===== src/rtl/vga_timing_pkg.sv =====
// Shared constants for the raster timing generator: default counter width,
// standard mode timings and helpers for deriving line/frame totals.
package vga_timing_pkg;

    localparam int CNT_W_DEF = 11;

    // XGA 1024x768 @ 60 Hz
    localparam int XGA_H_PIX  = 1024;
    localparam int XGA_H_FP   = 24;
    localparam int XGA_H_SYNC = 136;
    localparam int XGA_H_BP   = 160;
    localparam int XGA_V_PIX  = 768;
    localparam int XGA_V_FP   = 3;
    localparam int XGA_V_SYNC = 6;
    localparam int XGA_V_BP   = 29;

    // SVGA 800x600 @ 60 Hz
    localparam int SVGA_H_PIX  = 800;
    localparam int SVGA_H_FP   = 40;
    localparam int SVGA_H_SYNC = 128;
    localparam int SVGA_H_BP   = 88;
    localparam int SVGA_V_PIX  = 600;
    localparam int SVGA_V_FP   = 1;
    localparam int SVGA_V_SYNC = 4;
    localparam int SVGA_V_BP   = 23;

    function automatic int axis_total(input int pix, input int fp, input int sync, input int bp);
        return pix + fp + sync + bp;
    endfunction

    function automatic bit cnt_fits(input int total, input int width);
        return (width >= 31) || (total <= (1 << width));
    endfunction

endpackage


===== src/rtl/vga_axis_counter.sv =====
// One raster axis: position counter with blank/sync decode registered from the
// next count, so the decodes always line up with the count they describe.
module vga_axis_counter
    import vga_timing_pkg::*;
#(
    parameter int PIX   = XGA_H_PIX,
    parameter int FP    = XGA_H_FP,
    parameter int SYNC  = XGA_H_SYNC,
    parameter int BP    = XGA_H_BP,
    parameter bit POL   = 1'b1,
    parameter int CNT_W = CNT_W_DEF
) (
    input  logic             pclk,
    input  logic             rst,
    input  logic             advance,
    input  logic             restart,
    output logic [CNT_W-1:0] count,
    output logic             blnk,
    output logic             sync,
    output logic             wrap
);

    localparam int               TOT     = axis_total(PIX, FP, SYNC, BP);
    localparam logic [CNT_W-1:0] LAST    = CNT_W'(TOT - 1);
    localparam logic [CNT_W-1:0] BLNK_LO = CNT_W'(PIX);
    localparam logic [CNT_W-1:0] SYNC_LO = CNT_W'(PIX + FP);
    localparam logic [CNT_W-1:0] SYNC_HI = CNT_W'(PIX + FP + SYNC - 1);

    logic [CNT_W-1:0] count_nxt;

    assign wrap = (count == LAST);

    always_comb begin
        count_nxt = count;
        if (restart) begin
            count_nxt = '0;
        end else if (advance) begin
            count_nxt = wrap ? '0 : count + CNT_W'(1);
        end
    end

    always_ff @(posedge pclk or posedge rst) begin
        if (rst) begin
            count <= '0;
            blnk  <= 1'b0;
            sync  <= ~POL;
        end else begin
            count <= count_nxt;
            blnk  <= (count_nxt >= BLNK_LO);
            sync  <= ((count_nxt >= SYNC_LO) && (count_nxt <= SYNC_HI)) ? POL : ~POL;
        end
    end

endmodule


===== src/rtl/vga_timing_gen.sv =====
// Parametrised raster timing generator: horizontal and vertical axis counters
// plus display enable and line/frame start strobes.
module vga_timing_gen
    import vga_timing_pkg::*;
#(
    parameter int H_PIX  = XGA_H_PIX,
    parameter int H_FP   = XGA_H_FP,
    parameter int H_SYNC = XGA_H_SYNC,
    parameter int H_BP   = XGA_H_BP,
    parameter int V_PIX  = XGA_V_PIX,
    parameter int V_FP   = XGA_V_FP,
    parameter int V_SYNC = XGA_V_SYNC,
    parameter int V_BP   = XGA_V_BP,
    parameter bit HS_POL = 1'b1,
    parameter bit VS_POL = 1'b1,
    parameter int CNT_W  = CNT_W_DEF
) (
    input  logic             pclk,
    input  logic             rst,
    input  logic             ce,
    input  logic             resync,
    output logic [CNT_W-1:0] hcount,
    output logic [CNT_W-1:0] vcount,
    output logic             hblnk,
    output logic             vblnk,
    output logic             hsync,
    output logic             vsync,
    output logic             de,
    output logic             line_start,
    output logic             frame_start
);

    localparam int H_TOT = axis_total(H_PIX, H_FP, H_SYNC, H_BP);
    localparam int V_TOT = axis_total(V_PIX, V_FP, V_SYNC, V_BP);

    if (H_PIX < 1 || H_FP < 1 || H_SYNC < 1 || H_BP < 1 ||
        V_PIX < 1 || V_FP < 1 || V_SYNC < 1 || V_BP < 1 || CNT_W < 1) begin : g_bad_param
        $error("vga_timing_gen: every timing parameter and CNT_W must be >= 1");
    end
    if (!cnt_fits(H_TOT, CNT_W) || !cnt_fits(V_TOT, CNT_W)) begin : g_bad_width
        $error("vga_timing_gen: CNT_W too narrow for H_TOT/V_TOT");
    end

    logic h_wrap;
    logic v_wrap;
    logic resync_q;

    vga_axis_counter #(
        .PIX(H_PIX), .FP(H_FP), .SYNC(H_SYNC), .BP(H_BP), .POL(HS_POL), .CNT_W(CNT_W)
    ) u_h (
        .pclk    (pclk),
        .rst     (rst),
        .advance (ce),
        .restart (resync),
        .count   (hcount),
        .blnk    (hblnk),
        .sync    (hsync),
        .wrap    (h_wrap)
    );

    vga_axis_counter #(
        .PIX(V_PIX), .FP(V_FP), .SYNC(V_SYNC), .BP(V_BP), .POL(VS_POL), .CNT_W(CNT_W)
    ) u_v (
        .pclk    (pclk),
        .rst     (rst),
        .advance (ce & h_wrap),
        .restart (resync),
        .count   (vcount),
        .blnk    (vblnk),
        .sync    (vsync),
        .wrap    (v_wrap)
    );

    assign de = ~hblnk & ~vblnk;

    // A held resync only strobes on its first cycle, hence the resync_q edge detect.
    always_ff @(posedge pclk or posedge rst) begin
        if (rst) begin
            resync_q    <= 1'b0;
            line_start  <= 1'b0;
            frame_start <= 1'b0;
        end else begin
            resync_q    <= resync;
            line_start  <= resync ? ~resync_q : (ce & h_wrap);
            frame_start <= resync ? ~resync_q : (ce & h_wrap & v_wrap);
        end
    end

endmodule


===== config.mk =====
export PLATFORM = sky130hd
export DESIGN_NAME = vga_timing_gen
export DESIGN_NICKNAME = d
export VERILOG_FILES = /design/src/rtl/vga_timing_pkg.sv /design/src/rtl/vga_axis_counter.sv /design/src/rtl/vga_timing_gen.sv
export SDC_FILE = /design/constraint.sdc
export NUM_CORES = 1
export LEC_CHECK = 0
export CORE_MARGIN = 2
export CORE_UTILIZATION = 47
export CTS_CLUSTER_DIAMETER = 200
export DETAILED_ROUTE_END_ITERATION = 16
export GPL_TIMING_DRIVEN = 1
export PLACE_DENSITY = 0.84
export RECOVER_POWER = 100
export SLEW_MARGIN = 10
export SYNTH_ARGS = -nofsm -noshare
export SYNTH_HDL_FRONTEND = slang
export SYNTH_HIERARCHICAL = 1
export SYNTH_SLANG_ARGS = --single-unit

===== constraint.sdc =====
create_clock -name pclk -period 6.42 [get_ports pclk]
set_input_delay 1.926 -clock pclk [delete_from_list [all_inputs] [get_ports pclk]]
set_output_delay 1.926 -clock pclk [all_outputs]
set_load 0.005 [all_outputs]

==> impl_metrics.csv <==
group,metric,value,unit
sta,slew_headroom,65.6,%
power_and_ir_drop,powerDensity,179,nW/µm²
logic_synthesis,syn_nets,208,
die,core.rowCount,22,
sta,max_freq,0.246,GHz
routing,route.detailed.drc,0,
power_and_ir_drop,combPwrFrac,4.1,%
layout,synthToLayoutAreaGrowth,24.2,%
sta,finalCritPeriodShare,63.3,%
sta,tns,0,ps
logic_synthesis,synth_area_per_cell,8.93,µm²
critical_path,start_kind,"input port",
critical_path,worstPathCellList,"dlygate4sd3_1, nand2_1, inv_1, nand2_1, xnor2_1, o311a_1, o32ai_1, nor4_1",
routing,num_vias,1633,
clock_network,cts_root_buf,"clkbuf_8",
logic_synthesis,ys_types,47,
power_and_ir_drop,p_seq_share,46.9,%
layout,n_fill_cell,297,
critical_path,crit_required,6570,ps
critical_path,cpMostUsedCell,"nand2_1",
logic_synthesis,ys_ff_latch,29,
run,cap_viol_max_count,0,
critical_path,critPathMaxFanout,15,
clock_network,numCtsBuffers,5,
clock_network,cts_buffer_depth,2,
logic_synthesis,netlist.top_cell.by_area,"dfrtp_1",
die,die_area,4330,µm²
clock_network,clk_latency,280,ps
sta,tightestPinTransition,516,ps
critical_path,critPathKind,"input port to flip-flop",
routing,wire_per_inst,14.4,µm
placed_design,place_congestion,0.942,
critical_path,cp_num_buf_inv,2,
outcome,status,"complete, no violations",
layout,fin_util,60.9,%
die,start_util,49.0,%
sta,rsz0062_at_grt,"no",
clock_network,cts_resized,0,
sta,setup_viol,0,
grt,grt_max_degree,16,
grt,grt_use_total,20.2,%
logic_synthesis,yosys.area.top_type_share,40.4,%
critical_path,arrival,4220,ps
layout,antennaDiodeCount,0,
logic_synthesis,synth_async_sr_flop_share,100,%
clock_network,cts_tree,"done",
logic_synthesis,synth_ff_type,"dfrtp_1",
layout,drive_above_1_share,6.90,%
clock_network,cts_sinks,29,
critical_path,cpPeakStageDelay,690,ps
sta,maxSlewViolCount,0,
power_and_ir_drop,p_leak,0.999,nW
routing,ant_nets,0,
die,core,3660,µm²
logic_synthesis,synth_edf_count,0,
logic_synthesis,synth_area_leaders,"dfrtp_1 40%, nor2_1 6.1%, xnor2_1 5.9%",
die,die_x,65.8,µm
placed_design,hpwl,2810,µm
critical_path,cp_top_family,"buffers and inverters",
hold_path,hold_path_class,"flip-flop to flip-flop",
power_and_ir_drop,swShare,20.5,%
clock_network,cts_setup_buffers,0,
sta,hold_violations,0,
routing,via_per_inst,5.83,
die,die_y,65.8,µm
critical_path,slowest_stage,"dlygate4sd3_1",
grt,antenna_found_initial,0,
routing,drt_pass1_iterations,5,
clock_network,path_clk_slew,60,ps
power_and_ir_drop,switchingPower,0.0816,mW
power_and_ir_drop,total_power,0.399,mW
power_and_ir_drop,vdd_drop_max,0.144,mV
clock_network,htree_levels,2,
logic_synthesis,seq_area_frac_synth,40.4,%
logic_synthesis,synth_cells,201,
routing,routed_wl,4030,µm
grt,grt_pass1_wl,6650,µm
routing,dr.first_iter.drc_count,122,
sta,skew,7.14,ps
sta,min_period,4070,ps
critical_path,cp-end-kind,"flip-flop",
logic_synthesis,syn_area,1790,µm²
logic_synthesis,synthTopCellsByCount,"29 x dfrtp_1, 29 x nor2_1, 17 x nand2_1",
logic_synthesis,ys_warn_count,6,
grt,grt_pass1_vias,1412,
clock_network,hold_buffers,0,
layout,final_nets,238,
power_and_ir_drop,clkPwrFrac,49.0,%
grt,grt-ovfl-total,0,
power_and_ir_drop,intPower,0.317,mW
die,io_pins,33,
placed_design,portBuffers,32,
[stage by stage]
step	hold slack, ps	area (µm²)	setup slack [ps]	instances
finish	527	2230	2350	280
global route	566	2230	2240	280
floorplan	495	1790	3240	201
CTS	532	2240	2480	280
detailed placement	518	2130	2210	272
global placement	518	2130	2270	272
[per-layer routing]
layer / vias up / global-route usage, % / wire length [µm]
met1: 780 / 27.9 / 1800
met2: 82 / 32.2 / 1890
met5: - / 0 / 0
li1: 765 / - / -
met3: 6 / 4.09 / 299
met4: 0 / 5.47 / 41
[logic make-up after synthesis]
family | synth area share [%]
simple gates | 32.0
xor+xnor | 9.27
buf+inv | 4.81
flops | 40.4
fa+ha+maj | 2.09
compound gates | 11.4
[cell usage in the layout (no fill, tap or decap), types with 2 or more instances in the layout]
| master | Yosys | layout |
|---|---|---|
| dlygate4sd3_1 | 0 | 32 |
| nor2_1 | 29 | 29 |
| dfrtp_1 | 29 | 29 |
| nand2_1 | 17 | 17 |
| nand3_1 | 13 | 13 |
| xnor2_1 | 12 | 12 |
| inv_1 | 10 | 10 |
| a21oi_1 | 10 | 10 |
| o21ai_0 | 7 | 7 |
| nand4_1 | 7 | 7 |
| xor2_1 | 7 | 7 |
| clkbuf_8 | 0 | 6 |
| nor3_1 | 6 | 6 |
| nand2b_1 | 4 | 5 |
| ha_1 | 3 | 3 |
| and4b_1 | 2 | 2 |
| and3_4 | 2 | 2 |
| nor3b_1 | 2 | 2 |
| nand4b_1 | 2 | 2 |
| and3_2 | 2 | 2 |
| or4_1 | 2 | 2 |
[layout make-up]
type	instances	area (µm²)	area share (%)
Multi-Input combinational cell	153	968	43.5
Tap cell	48	60.1	2.70
Sequential cell	29	726	32.6
Inverter	10	37.5	1.68
Clock inverter	1	30.0	1.35
Timing Repair Buffer	32	320	14.4
Clock buffer	7	86.3	3.87
[worst register-to-register path, stage by stage, from the launching register on]
cell and delay, ps:
dfrtp_1 510, nor2_1 140, and4b_1 260, nand3_1 150
inv_1 80, nand2_1 80, inv_1 340, nand2_1 200
xnor2_1 200, o311a_1 320, o32ai_1 300, nor4_1 110
[final timing paths]
kind                         startpoint      endpoint  slack [ps]  depth (start not counted)
hold reg to reg                resync_q   frame_start         530                          2
hold / removal                 resync_q   frame_start         530                          2
setup / recovery                     ce      u_v/sync        2350                          8
setup reg to reg           u_h/count[6]      u_v/sync        3610                         11
max in group asynchronous           rst  u_v/count[4]        3900                          2
min in group asynchronous           rst   frame_start        2000                          2
[sequential cells by signal, indices dropped and copies added, names as in the netlist]
name	count
frame_start	1
line_start	1
u_h/blnk	1
u_h/count	11
resync_q	1
u_v/count	11
u_v/blnk	1
u_h/sync	1
u_v/sync	1
[power groups by stage]
stage               combinational [mW]  sequential (mW)  clock (mW)
CTS                             0.0180            0.187       0.198
global route                    0.0189            0.187       0.205
global placement                0.0176            0.190           0
finish                          0.0165            0.187       0.195
floorplan                      0.00864            0.190           0
detailed placement              0.0180            0.190           0
Power figures use the tool's default switching activity.
